<file path="src/rtl/spinner_pkg.sv">
// Shared types and constants for the quadrature spinner decoder.
// The phase helpers map an AB value onto its position in the forward ring.
package spinner_pkg;

  localparam int FILTER_LEN_DEF = 4;
  localparam int CNT_W_DEF      = 12;
  localparam logic [1:0] SPIN_IDLE = 2'b11;

  typedef enum logic [1:0] {STEP_NONE, STEP_INC, STEP_DEC, STEP_ERR} step_t;
  typedef enum logic {FLT_STABLE, FLT_CANDIDATE} flt_state_t;

  // Forward ring is 00 -> 10 -> 11 -> 01 -> 00.
  function automatic logic [1:0] quad_phase(input logic [1:0] ab);
    case (ab)
      2'b00:   quad_phase = 2'd0;
      2'b10:   quad_phase = 2'd1;
      2'b11:   quad_phase = 2'd2;
      default: quad_phase = 2'd3;
    endcase
  endfunction

  function automatic step_t quad_step(input logic [1:0] prev, input logic [1:0] cur);
    logic [1:0] d;
    d = quad_phase(cur) - quad_phase(prev);
    case (d)
      2'd1:    quad_step = STEP_INC;
      2'd3:    quad_step = STEP_DEC;
      2'd2:    quad_step = STEP_ERR;
      default: quad_step = STEP_NONE;
    endcase
  endfunction

endpackage

</file>
<file path="src/rtl/spinner_decoder_filter.sv">
// Two-flop synchronizer plus STABLE/CANDIDATE debounce FSM.
// Emits a one-cycle commit carrying the old and new filtered AB values.
module quad_glitch_filter
  import spinner_pkg::*;
#(
  parameter int FILTER_LEN = FILTER_LEN_DEF
) (
  input  logic       clk_12m,
  input  logic       reset,
  input  logic [1:0] spinner,
  output logic       commit,
  output logic [1:0] old_val,
  output logic [1:0] new_val
);

  localparam logic [3:0] FL = 4'(FILTER_LEN);

  logic [1:0] sync1, sync2, filtered, cand;
  logic [3:0] cnt;
  flt_state_t state;

  always_ff @(posedge clk_12m) begin
    if (!reset) begin
      sync1    <= SPIN_IDLE;
      sync2    <= SPIN_IDLE;
      filtered <= SPIN_IDLE;
      cand     <= SPIN_IDLE;
      state    <= FLT_STABLE;
      cnt      <= '0;
      commit   <= 1'b0;
      old_val  <= SPIN_IDLE;
      new_val  <= SPIN_IDLE;
    end else begin
      sync1  <= spinner;
      sync2  <= sync1;
      commit <= 1'b0;
      case (state)
        FLT_STABLE: begin
          if (sync2 != filtered) begin
            // The first differing cycle already counts as one match.
            if (FILTER_LEN <= 1) begin
              commit   <= 1'b1;
              old_val  <= filtered;
              new_val  <= sync2;
              filtered <= sync2;
            end else begin
              state <= FLT_CANDIDATE;
              cand  <= sync2;
              cnt   <= 4'd1;
            end
          end
        end
        FLT_CANDIDATE: begin
          if (sync2 == cand) begin
            if ((cnt + 4'd1) >= FL) begin
              commit   <= 1'b1;
              old_val  <= filtered;
              new_val  <= cand;
              filtered <= cand;
              state    <= FLT_STABLE;
              cnt      <= '0;
            end else begin
              cnt <= cnt + 4'd1;
            end
          end else if (sync2 == filtered) begin
            state <= FLT_STABLE;
            cnt   <= '0;
          end else begin
            cand <= sync2;
            cnt  <= 4'd1;
          end
        end
        default: begin
          state <= FLT_STABLE;
          cnt   <= '0;
        end
      endcase
    end
  end

endmodule

</file>
<file path="src/rtl/spinner_decoder.sv">
// Quadrature spinner decoder: debounced AB commits are turned into steps,
// a wrapping position, a saturating read-and-clear delta and error tracking.
module spinner_decoder
  import spinner_pkg::*;
#(
  parameter int FILTER_LEN = FILTER_LEN_DEF,
  parameter int CNT_W      = CNT_W_DEF
) (
  input  logic             clk_12m,
  input  logic             reset,
  input  logic [1:0]       spinner,
  input  logic             rd_req,
  output logic             rd_valid,
  output logic [CNT_W-1:0] rd_delta,
  output logic [7:0]       position,
  output logic             step,
  output logic             dir,
  output logic             err,
  output logic [7:0]       err_cnt
);

  localparam logic [CNT_W:0] ONE  = {{CNT_W{1'b0}}, 1'b1};
  localparam logic [CNT_W:0] NEG1 = {(CNT_W+1){1'b1}};

  logic       commit;
  logic [1:0] old_val, new_val;

  quad_glitch_filter #(.FILTER_LEN(FILTER_LEN)) u_filter (
    .clk_12m (clk_12m),
    .reset   (reset),
    .spinner (spinner),
    .commit  (commit),
    .old_val (old_val),
    .new_val (new_val)
  );

  step_t            kind;
  logic [CNT_W-1:0] acc, acc_step;
  logic [CNT_W:0]   acc_ext;
  logic             ovf;

  // One guard bit; overflow clamps toward the sign of the true sum.
  always_comb begin
    kind    = commit ? quad_step(old_val, new_val) : STEP_NONE;
    acc_ext = {acc[CNT_W-1], acc};
    if (kind == STEP_INC)      acc_ext = acc_ext + ONE;
    else if (kind == STEP_DEC) acc_ext = acc_ext + NEG1;
    ovf = acc_ext[CNT_W] ^ acc_ext[CNT_W-1];
    if (ovf) acc_step = {acc_ext[CNT_W], {(CNT_W-1){~acc_ext[CNT_W]}}};
    else     acc_step = acc_ext[CNT_W-1:0];
  end

  always_ff @(posedge clk_12m) begin
    if (!reset) begin
      acc      <= '0;
      rd_delta <= '0;
      rd_valid <= 1'b0;
      position <= '0;
      step     <= 1'b0;
      dir      <= 1'b0;
      err      <= 1'b0;
      err_cnt  <= '0;
    end else begin
      step     <= (kind == STEP_INC) || (kind == STEP_DEC);
      rd_valid <= rd_req;
      case (kind)
        STEP_INC: begin
          dir      <= 1'b1;
          position <= position + 8'd1;
        end
        STEP_DEC: begin
          dir      <= 1'b0;
          position <= position - 8'd1;
        end
        STEP_ERR: begin
          err <= 1'b1;
          if (err_cnt != 8'hFF) err_cnt <= err_cnt + 8'd1;
        end
        default: ;
      endcase
      // A read returns the post-step value and clears in the same update.
      if (rd_req) begin
        rd_delta <= acc_step;
        acc      <= '0;
      end else begin
        acc <= acc_step;
      end
    end
  end

endmodule
</file>
<file path="config.mk">
export PLATFORM = sky130hd
export DESIGN_NAME = spinner_decoder
export DESIGN_NICKNAME = d
export VERILOG_FILES = /design/src/rtl/spinner_pkg.sv /design/src/rtl/spinner_decoder_filter.sv /design/src/rtl/spinner_decoder.sv
export SDC_FILE = /design/constraint.sdc
export NUM_CORES = 1
export LEC_CHECK = 0
export CAP_MARGIN = 10
export CELL_PAD_IN_SITES_DETAIL_PLACEMENT = 0
export CELL_PAD_IN_SITES_GLOBAL_PLACEMENT = 1
export CORE_UTILIZATION = 40
export DETAILED_ROUTE_END_ITERATION = 10
export PLACE_DENSITY = 0.8
export SLEW_MARGIN = 20
export SYNTH_ARGS = -nofsm -noshare
export SYNTH_HDL_FRONTEND = slang
export SYNTH_SLANG_ARGS = --single-unit
</file>
<file path="constraint.sdc">
create_clock -name clk_12m -period 7.8 [get_ports clk_12m]
set_clock_uncertainty 0.1 [all_clocks]
set_input_delay 0.78 -clock clk_12m [delete_from_list [all_inputs] [get_ports clk_12m]]
set_output_delay 0.78 -clock clk_12m [all_outputs]
set_load 0.05 [all_outputs]
</file>
# Word level (Yosys, flattened, before mapping)
# Index checks and enable logic that the tools add are counted.
# classes
addsub	7
magnitude_cmp	1
eq_ne	17
n_mux	24
bitwise_logic	4
n_reduce_logical	9
# op_table
op	count
13-bit 2-to-1 mux	2
2-bit case mux with 3 select lines	3
8-bit by 1-bit adder with 8-bit output (second input constant)	2
2-bit == test (second input constant)	8
8-bit case mux with 2 select lines	1
12-bit by 1-bit adder with 13-bit output (second input constant)	1
12-bit by 2-bit adder with 13-bit output (second input constant)	1
12-bit 2-to-1 mux	1
4-bit 2-to-1 mux	3
3-bit AND reduction	3
2-bit 2-to-1 mux	4
8-bit != test (second input constant)	1
4-bit case mux with 2 select lines	1
8-bit by 1-bit subtractor with 8-bit output (second input constant)	1
1-bit 2-to-1 mux	6
4-bit by 1-bit adder with 4-bit output (second input constant)	1
2-bit by 1-bit == test with 1-bit output (second input constant)	2
2-bit == test	2
4-bit by 3-bit greater-or-equal comparator with 1-bit output (second input constant)	1
2-bit logical NOT	2
2-bit != test (second input constant)	2
1-bit case mux with 2 select lines	2
2-bit case mux with 2 select lines	1
1-bit NOT	3
8 further kinds	8
# totals
regBits	60
input_bits	5
out_inout_bits	32
wordCells	78

# Depth between registers and ports, before layout
# Gate-level depths: netlist of run 1.
# logic_depth
word_depth	11
depth_mapped	18
mapped_depth_nobuf	17

# By module
# Synthesis of run 1 repeated with hierarchy kept, for this count alone.
# unflattened
hier_cells	347
area_unflattened_um2	3125.5
# modules_own_cells
mod	n_inst	cells_each	area_each_um2	seq_area_each_um2
spinner_decoder	1	285	2482.4	880.8
quad_glitch_filter	1	62	643.1	320.3

# Worst setup path after synthesis of run 1
# No wires, ideal clock.
# synth_path
path_type	register to register
from	register u_filter.filtered[1] (netlist name)
to	register position[7]
setup_ns	0.076
arrival_time_ns	3.633
t_required_ns	7.624
path_slack_ns	3.992
stages_incl_launch_ff	18
n_path_buf	1
period_less_slack_ns	3.808
path_cell_list	dfxtp_1 inv_1 ha_1 ha_1 xnor2_1 inv_1 ha_1 o21ba_1 clkbuf_1 nand3_1 inv_1 ha_1 a21oi_1 o211ai_1 o41ai_1 xnor2_1 or3_1 a21boi_0
# synth_lines
element	line	source
to (signal assigned)	spinner_decoder.sv:69	position <= position + 8'd1;
to (signal assigned)	spinner_decoder.sv:73	position <= position - 8'd1;
to (decl)	spinner_decoder.sv:15	output logic [7:0] position,

==> results.md, run 1 <==
Route:
- The pre-antenna-repair detailed-routing pass consisted of 4 iterations.
- For this run, design rule violations remaining after detail routing come to 0.
- Using the TritonRoute via totals, the vias-per-cell ratio works out to 5.17.
- Summed over all layers, the routed wires come to 6360 microns.
- The per-cell routed wire length is 12.9 microns.
- In this run the remaining antenna-violating nets after routing total 0.
- The via total after detailed routing is 2549.
- The DRC violation total after the first TritonRoute iteration is 100.

Job:
- Max-cap violations in this run came to 0.

Logic synthesis:
- Sorting the synthesized cells by area gives the leading types as dfxtp_1 38%, ha_1 7.1%, xnor2_1 6.6%, nand2_1 3.8%, o21ai_0 3.0%.
- After synthesis, the most frequently instantiated cells are 60 x dfxtp_1, 32 x nand2_1, 24 x xnor2_1, 19 x o21ai_0.
- The most repeated cell in the gate-level netlist after synthesis is dfxtp_1.
- The area share of the largest cell type after synthesis is 37.8%.
- The number of enable flip-flop cells after synthesis is 0.
- Counting every net in the synthesized netlist gives 379.
- Among all flip-flop cells after synthesis, the most frequent one is dfxtp_1.
- Sequential elements use 37.8% of the synthesized area.
- The number of cells produced by synthesis is 355.
- The number of distinct standard cells referenced by the synthesized netlist is 55.
- Of all flip-flops after synthesis, the portion carrying an async set or reset was 0%.
- The netlist area before placement is 3170 sq um.
- The cell accounting for the most synthesized area is dfxtp_1.
- The mean post-synth cell area is 8.94 sq um.
- The synthesized design contains 60 register bits.
- During synthesis, Yosys emitted a total of 0 warnings.

Die:
- The total area inside the core boundary comes to 7690 sq um.
- The initial utilization of the core area, before any placement, comes to 41.3%.
- The overall die height is 91.1 microns.
- The overall die area is 8300 sq um.
- The floorplan has 32 rows.
- 37 I/O pins were placed.
- The chip width is 91.1 microns.

Global routing:
- The first global-routing pass estimated 10900 microns of wire.
- Entering global routing, the biggest net connects 51 pins.
- The number of antenna violations at the first check in global routing is 0.
- For met3 alone, demand over resource in global routing was 5.19%.
- The fraction of met2 tracks used by global routing is 26.0%.
- The via count of the first global-routing pass came to 2419.
- Global routing used 16.3% of the available tracks across all layers.
- Summed over all layers, the global routing overflow is 0.
- The met1 usage is 20.5%.
- In this run the most used layer during global routing was met2.

Final layout:
- The number of standard cells in the final layout excluding fillers is 493.
- Of the cells placed in the final design, the portion with a size suffix greater than 1 is 11.5%.
- In the final design database the tool counted 410 nets.
- At the end of the flow the core is filled with cells to 49.4%.
- The number of inserted diodes is 0.
- The layout overhead on the synthesized area is 19.6%.

Critical path:
- For flop-to-flop paths, the worst setup slack is 3640 ps.
- STA classifies the critical path startpoint as a register.
- STA classifies the critical path endpoint as a register.
- The signal arrival time at the worst endpoint is 4320 ps.
- The maximum net fanout on the critical path is 10.
- The worst endpoint required time is 7960 ps.
- The setup path with the least slack is of type register to register.
- The worst register-to-register path has a depth of 16.

Power and ir drop:
- For this design the total switching power over the nets is 144 uW.
- Summed over all cells, the static leakage comes to 1.43 nW.
- The fraction of power consumed by sequential logic is 49.6%.
- Net switching is 22.7% of the power.
- The internal portion of the total power is 491 uW.
- The worst-case vdd ir drop is 0.0848 mV.
- The part of the power in the clock network is 44.5%.
- The logic gate share of total power is 5.9%.
- The areal power density over the cells is 167 nW/um^2.

CTS:
- The deepest level of the CTS H-tree is 3.
- TritonCTS created 9 clock buffers.
- The cell sitting at the root of the clock tree is a clkbuf_8.
- The number of buffers added to fix hold violations after cts is 0.
- The TritonCTS clock tree is done.
- In this run, post-CTS repair resized a total of 0 instances.
- The latest clock arrival within the worst-skew pair is 340 ps.
- For this design, the sink count on the clock tree is 60.
- The post-CTS clock slew at the launch and capture registers of the worst setup and hold paths is 70 ps.
- In this run the post-CTS setup repair buffer count came out at 0.
- The maximum root-to-sink buffer count is 2.

Timing:
- The final count of hold timing violations came to 0.
- The max-slew violation count is 0.
- After layout, the worst setup slack is 3640 ps.
- Setup violations remaining at the end of the flow were counted as 0.
- Setup repair after global routing left no endpoint under its margin.
- For the final routed database, the setup TNS stands at 0 ps.
- The worst relative slew slack is 27.2%.
- The maximum frequency from static timing analysis is 0.241 GHz.
- The clock period minus worst slack is 4160 ps.
- The fraction of the cycle the final worst path needs is 53.3%.
- For the pin with the worst max-slew slack, the measured transition is 1090 ps.

Placed design:
- Counting tap cells, the placed design contains a total of 477 instances.
- Timing analysis after detailed placement gives a worst setup slack of 3690 ps.
- The number of input and output port buffers inserted is 36.
- The total half-perimeter wirelength after legalization and detailed placement is 4580 microns.
- At the end of routability-driven placement, the weighted congestion stood at 0.825.

Run status:
- The run finished with clean final reports.

Min path:
- The class of the most critical hold timing path is register to register.
- Counting instances, the worst hold path has a depth of 1.
[final timing paths]
check	to	from
max	position[7]	u_filter.filtered[1]
min	u_filter.sync2[1]	u_filter.sync1[1]
max reg2reg	position[7]	u_filter.filtered[1]
min reg2reg	u_filter.sync2[1]	u_filter.sync1[1]
[metal layers]
layer,up-vias,part of all wire (%)
li1,1308,-
met1,1198,49
met2,32,46
met5,-,0
met3,11,3.3
met4,0,1.5
[critical path, cell delays in order (launching register included)]
cell	delay, ps
dfxtp_1	390
inv_1	80
ha_1	270
ha_1	200
xnor2_1	260
inv_1	80
ha_1	190
o21ba_1	420
nand3_1	230
inv_1	330
ha_1	300
a21oi_1	190
o211ai_1	140
o41ai_1	320
xnor2_1	120
or3_1	300
a21boi_0	170
[cells in the final DEF, fill, tap and decap left out, types with 5 or more instances in the layout]
| master | n |
|---|---|
| a21oi_2 | 10 |
| nor3_1 | 8 |
| and2_1 | 12 |
| nand2_2 | 10 |
| nand4_1 | 7 |
| inv_1 | 12 |
| nor2b_1 | 7 |
| nand2b_1 | 6 |
| mux2i_1 | 6 |
| ha_1 | 18 |
| nor2_1 | 16 |
| a21oi_1 | 18 |
| xnor2_1 | 24 |
| clkbuf_8 | 11 |
| nor4_1 | 5 |
| dfxtp_1 | 60 |
| o21ai_0 | 19 |
| clkdlybuf4s50_1 | 36 |
| nand2_1 | 32 |
| nand3_1 | 9 |
[through the flow]
| step | total power, mW | area [sq um] | hold slack [ps] |
|---|---|---|---|
| final | 0.635 | 3800 | 315 |
| after global routing | 0.664 | 3800 | 322 |
| after CTS | 0.645 | 3800 | 318 |
| after detailed placement | 0.360 | 3590 | 296 |
| after global placement | 0.359 | 3590 | 308 |
| after floorplan | 0.348 | 3170 | 286 |
[power by group through the flow]
| stage | registers, mW | clock network (mW) | logic (mW) |
|---|---|---|---|
| floorplan | 0.332 | 0 | 0.0164 |
| global placement | 0.322 | 0 | 0.0377 |
| detailed placement | 0.322 | 0 | 0.0379 |
| CTS | 0.315 | 0.292 | 0.0381 |
| global route | 0.315 | 0.308 | 0.0407 |
| finish | 0.315 | 0.283 | 0.0376 |
[sequential cells by signal (all words and copies together) (netlist names), 2 cells and up]
signal,count
u_filter.cand,2
u_filter.filtered,2
u_filter.sync1,2
u_filter.old_val,2
u_filter.sync2,2
rd_delta,12
position,8
err_cnt,8
acc,12
u_filter.cnt,4
[layout make-up]
class	instances	area (sq um)
Tap cell	102	128
Clock inverter	3	45.0
Inverter	12	45.0
Clock buffer	13	159
Multi-Input combinational cell	266	1850
Fill cell	789	3890
Timing Repair Buffer	37	368
Sequential cell	60	1200
[cells by family after synthesis]
family | count (synthesis) | share of synthesized area (%)
compound gates | 80 | 17.1
xor+xnor | 28 | 7.73
fa+ha+maj | 19 | 7.73
buf+inv | 29 | 3.86
flops | 60 | 37.8
mux | 8 | 3.07
simple gates | 131 | 22.7
No activity file was read; power rests on OpenSTA's default activity.
==> run 2: changes to the inputs <==
--- a/config.mk
+++ b/config.mk
@@ -8,7 +8,7 @@
 export CAP_MARGIN = 10
 export CELL_PAD_IN_SITES_DETAIL_PLACEMENT = 0
 export CELL_PAD_IN_SITES_GLOBAL_PLACEMENT = 1
-export CORE_UTILIZATION = 40
+export CORE_UTILIZATION = 38
 export DETAILED_ROUTE_END_ITERATION = 10
 export PLACE_DENSITY = 0.8
 export SLEW_MARGIN = 20
==> constraint.sdc (replaced) <==
create_clock -name clk_12m -period 3.63 [get_ports clk_12m]
set_clock_uncertainty 0.1 [all_clocks]
set_input_delay 0.363 -clock clk_12m [delete_from_list [all_inputs] [get_ports clk_12m]]
set_output_delay 0.363 -clock clk_12m [all_outputs]
set_load 0.05 [all_outputs]
==> results.md, run 2 (synthesis results as in run 1) <==
Route:
- The detailed-route vias per instance was 5.18 (+0.12%).
- The number of nets with antenna violations after routing was 0 (unchanged).
- The per-cell routed wire length came to 13.3 microns (+2.9%).
- The detailed-routing iteration count for the pre-antenna-repair pass is 5 (+1).
- The detailed-route DRC error count came to 0 (unchanged).
- The DRC violation total after the first TritonRoute iteration was 71 (-29%).
- The routed wire length is 6690 microns (+5.2%).
- The via total after detailed routing came to 2609 (+2.4%).

Critical path:
- The worst endpoint required time is 3810 ps (-4150 ps).
- The category of the worst setup path capture point is a register.
- The delay of the slowest cell on the worst path came to 350 ps (-70 ps).
- STA classifies the critical path startpoint as a register.
- The critical path class is register to register.
- The signal on the critical path passes through buf_4 > ha_1 > nor2_1 > xnor2_1 > xnor2_2 > buf_4 > ha_1 > o21ba_2 > nand3_1 > inv_2 > ha_1 > a21oi_2 > o211ai_1 > o41ai_2 > xnor2_1 > or3_1 > a21boi_1.
- Counting stages on the worst path, the most repeated cell is ha_1.
- The signal arrival time at the worst endpoint is 3680 ps (-640 ps).
- The maximum net fanout on the critical path is 6 (-4).
- The standard cell with the maximum stage delay on the critical path is o41ai_2.

Job:
- The max capacitance violation total is 0 (unchanged).

Power and ir drop:
- The worst-case vdd ir drop came to 0.200 mV (+140%).
- The leakage power summed over all cells is 1.50 nW (+4.7%).
- The areal power density over the cells was 363 nW/um^2 (+120%).

Final layout:
- The final standard cell area without fillers is 3930 sq um (+3.5%).
- Relative to the synthesized area, the layout overhead comes to 23.8%.
- The number of inserted diodes is 0 (unchanged).
- The final standard cell utilization of the core is 49.8% (+0.43 points).
- The share of final-layout standard cells stronger than drive strength 1 is 16.2% (+4.7 points).
- The library cell used most frequently in the layout, excluding fill and tap cells, is dfxtp_1.
- The count of nets after finishing was 421 (+2.7%).
- In the final layout, the registers with the most flip-flops are acc (12), rd_delta (12).
- Leaving out fill and tap cells, the most frequent cells in the layout are 58 x dfxtp_1, 36 x clkdlybuf4s50_1, 32 x nand2_1, 23 x xnor2_1, 19 x o21ai_0.

Die:
- The effective utilization at floorplan is 40.2% (-1.0 points).
- The count of pins on the block boundary is 37 (unchanged).
- The chip width was 93.4 microns (+2.5%).
- The count of standard-cell rows came to 32 (unchanged).
- The overall die area is 8720 sq um (+5.1%).
- The overall die height was 93.4 microns (+2.5%).
- The core area came to 7890 sq um (+2.6%).

Global routing:
- The final global-route overflow total was 0 (unchanged).
- The number of antenna violations at the first check in global routing is 0 (unchanged).
- The largest net degree at the start of global routing is 41 (-20%).
- The overall global routing resource usage is 16.8% (+0.47 points).
- The first-pass GRT wire length is 11500 microns (+5.8%).
- The via count of the first global-routing pass is 2490 (+2.9%).

CTS:
- The deepest level of the CTS H-tree is 3 (unchanged).
- The number of buffers added by the clock tree synthesis step is 9 (unchanged).
- The maximum root-to-sink buffer count was 2 (unchanged).
- The number of buffers added to fix hold violations after cts is 0 (unchanged).
- CTS placed an instance of clkbuf_8 at the clock tree root.
- The TritonCTS clock tree is done.
- The count of clock tree sinks was 60 (unchanged).
- The post-CTS clock slew at the launch and capture registers of the worst setup and hold paths is 70 ps (about the same).
- The latest clock arrival within the worst-skew pair is 340 ps (about the same).

Timing:
- The final count of hold timing violations was 0 (unchanged).
- The setup total negative slack came to 0 ps (unchanged).
- The transition time of the tightest slew-check pin is 790 ps (-300 ps).
- The fraction of the cycle the final worst path needs came to 96.5% (+43 points).
- The clock period minus worst slack is 3500 ps (-653 ps).
- Setup repair after global routing could not meet its margin everywhere.
- The slack of the critical path was 127 ps (-3520 ps).
- The maximum frequency from static timing analysis is 0.285 GHz (+19%).
- The number of endpoints failing setup at the final stage is 0 (unchanged).
- The max-slew violation count came to 0 (unchanged).
- The worst relative slew slack is 47.2% (+20 points).

Placed design:
- The total half-perimeter wirelength after legalization and detailed placement is 4710 microns (+2.7%).
- The setup slack after placement is 53.4 ps (-3640 ps).
- The final weighted congestion in routability-driven placement is 0.791 (-4.1%).
- The number of input and output port buffers inserted is 36 (unchanged).
- The total placed instance area was 3680 sq um (+2.4%).

Min path:
- The class of the most critical hold timing path is register to register.

Run status:
- The flow ran to the end, and the final reports show no timing, DRC or antenna violations.
[run 2: where the power goes]
part	total (mW)	internal (mW)	switching, mW
Clock	0.669	0.402	0.267
Sequential	0.676	0.670	0.00658
Combinational	0.0819	0.0296	0.0523
Total	1.43	1.10	0.326
[run 2: worst max-delay path, delay by kind of cell (launching register included)]
family	cells	cell delay, ps
AOI/OAI and AO/OA	5	1000
DFF	1	320
xor gates and xnor gates	3	440
buffers and inverters	3	370
and+or+nand+nor	3	540
adders and majority gates	3	660
[run 2: layer usage]
metal	up-vias	GRT usage [%]	share of wire (%)
li1	1331	-	-
met2	33	27.1	46
met3	7	5.12	3.2
met5	-	0	0
met4	0	5.38	1.3
met1	1238	21.4	49
[run 2: path summary, 6_finish.rpt]
| check | from | to | slack [ps] | cells after the start |
|---|---|---|---|---|
| max | u_filter.filtered[1] | position[7] | 130 | 17 |
| min | u_filter.sync1[0] | u_filter.sync2[0] | 320 | 1 |
| max reg2reg | u_filter.filtered[1] | position[7] | 130 | 17 |
| min reg2reg | u_filter.sync1[0] | u_filter.sync2[0] | 320 | 1 |
[run 2: stage by stage]
step,total power [mW],instances,hold WS [ps]
after detailed placement,0.773,487,302
after CTS,1.45,503,321
after global placement,0.772,487,298
after global routing,1.48,504,332
after floorplan,0.748,355,286
final,1.43,504,316
[run 2: repair_timing]
action                                  CTS  global route
setup buffers                             0             1
endpoints found under the setup margin    0            24
resized for setup                         0             8
[run 2: cell type report]
class	instances	area [sq um]
Clock buffer	11	141
Clock inverter	5	75.1
Fill cell	746	3960
Inverter	12	45.0
Multi-Input combinational cell	266	1870
Sequential cell	60	1200
Tap cell	102	128
Timing Repair Buffer	48	463
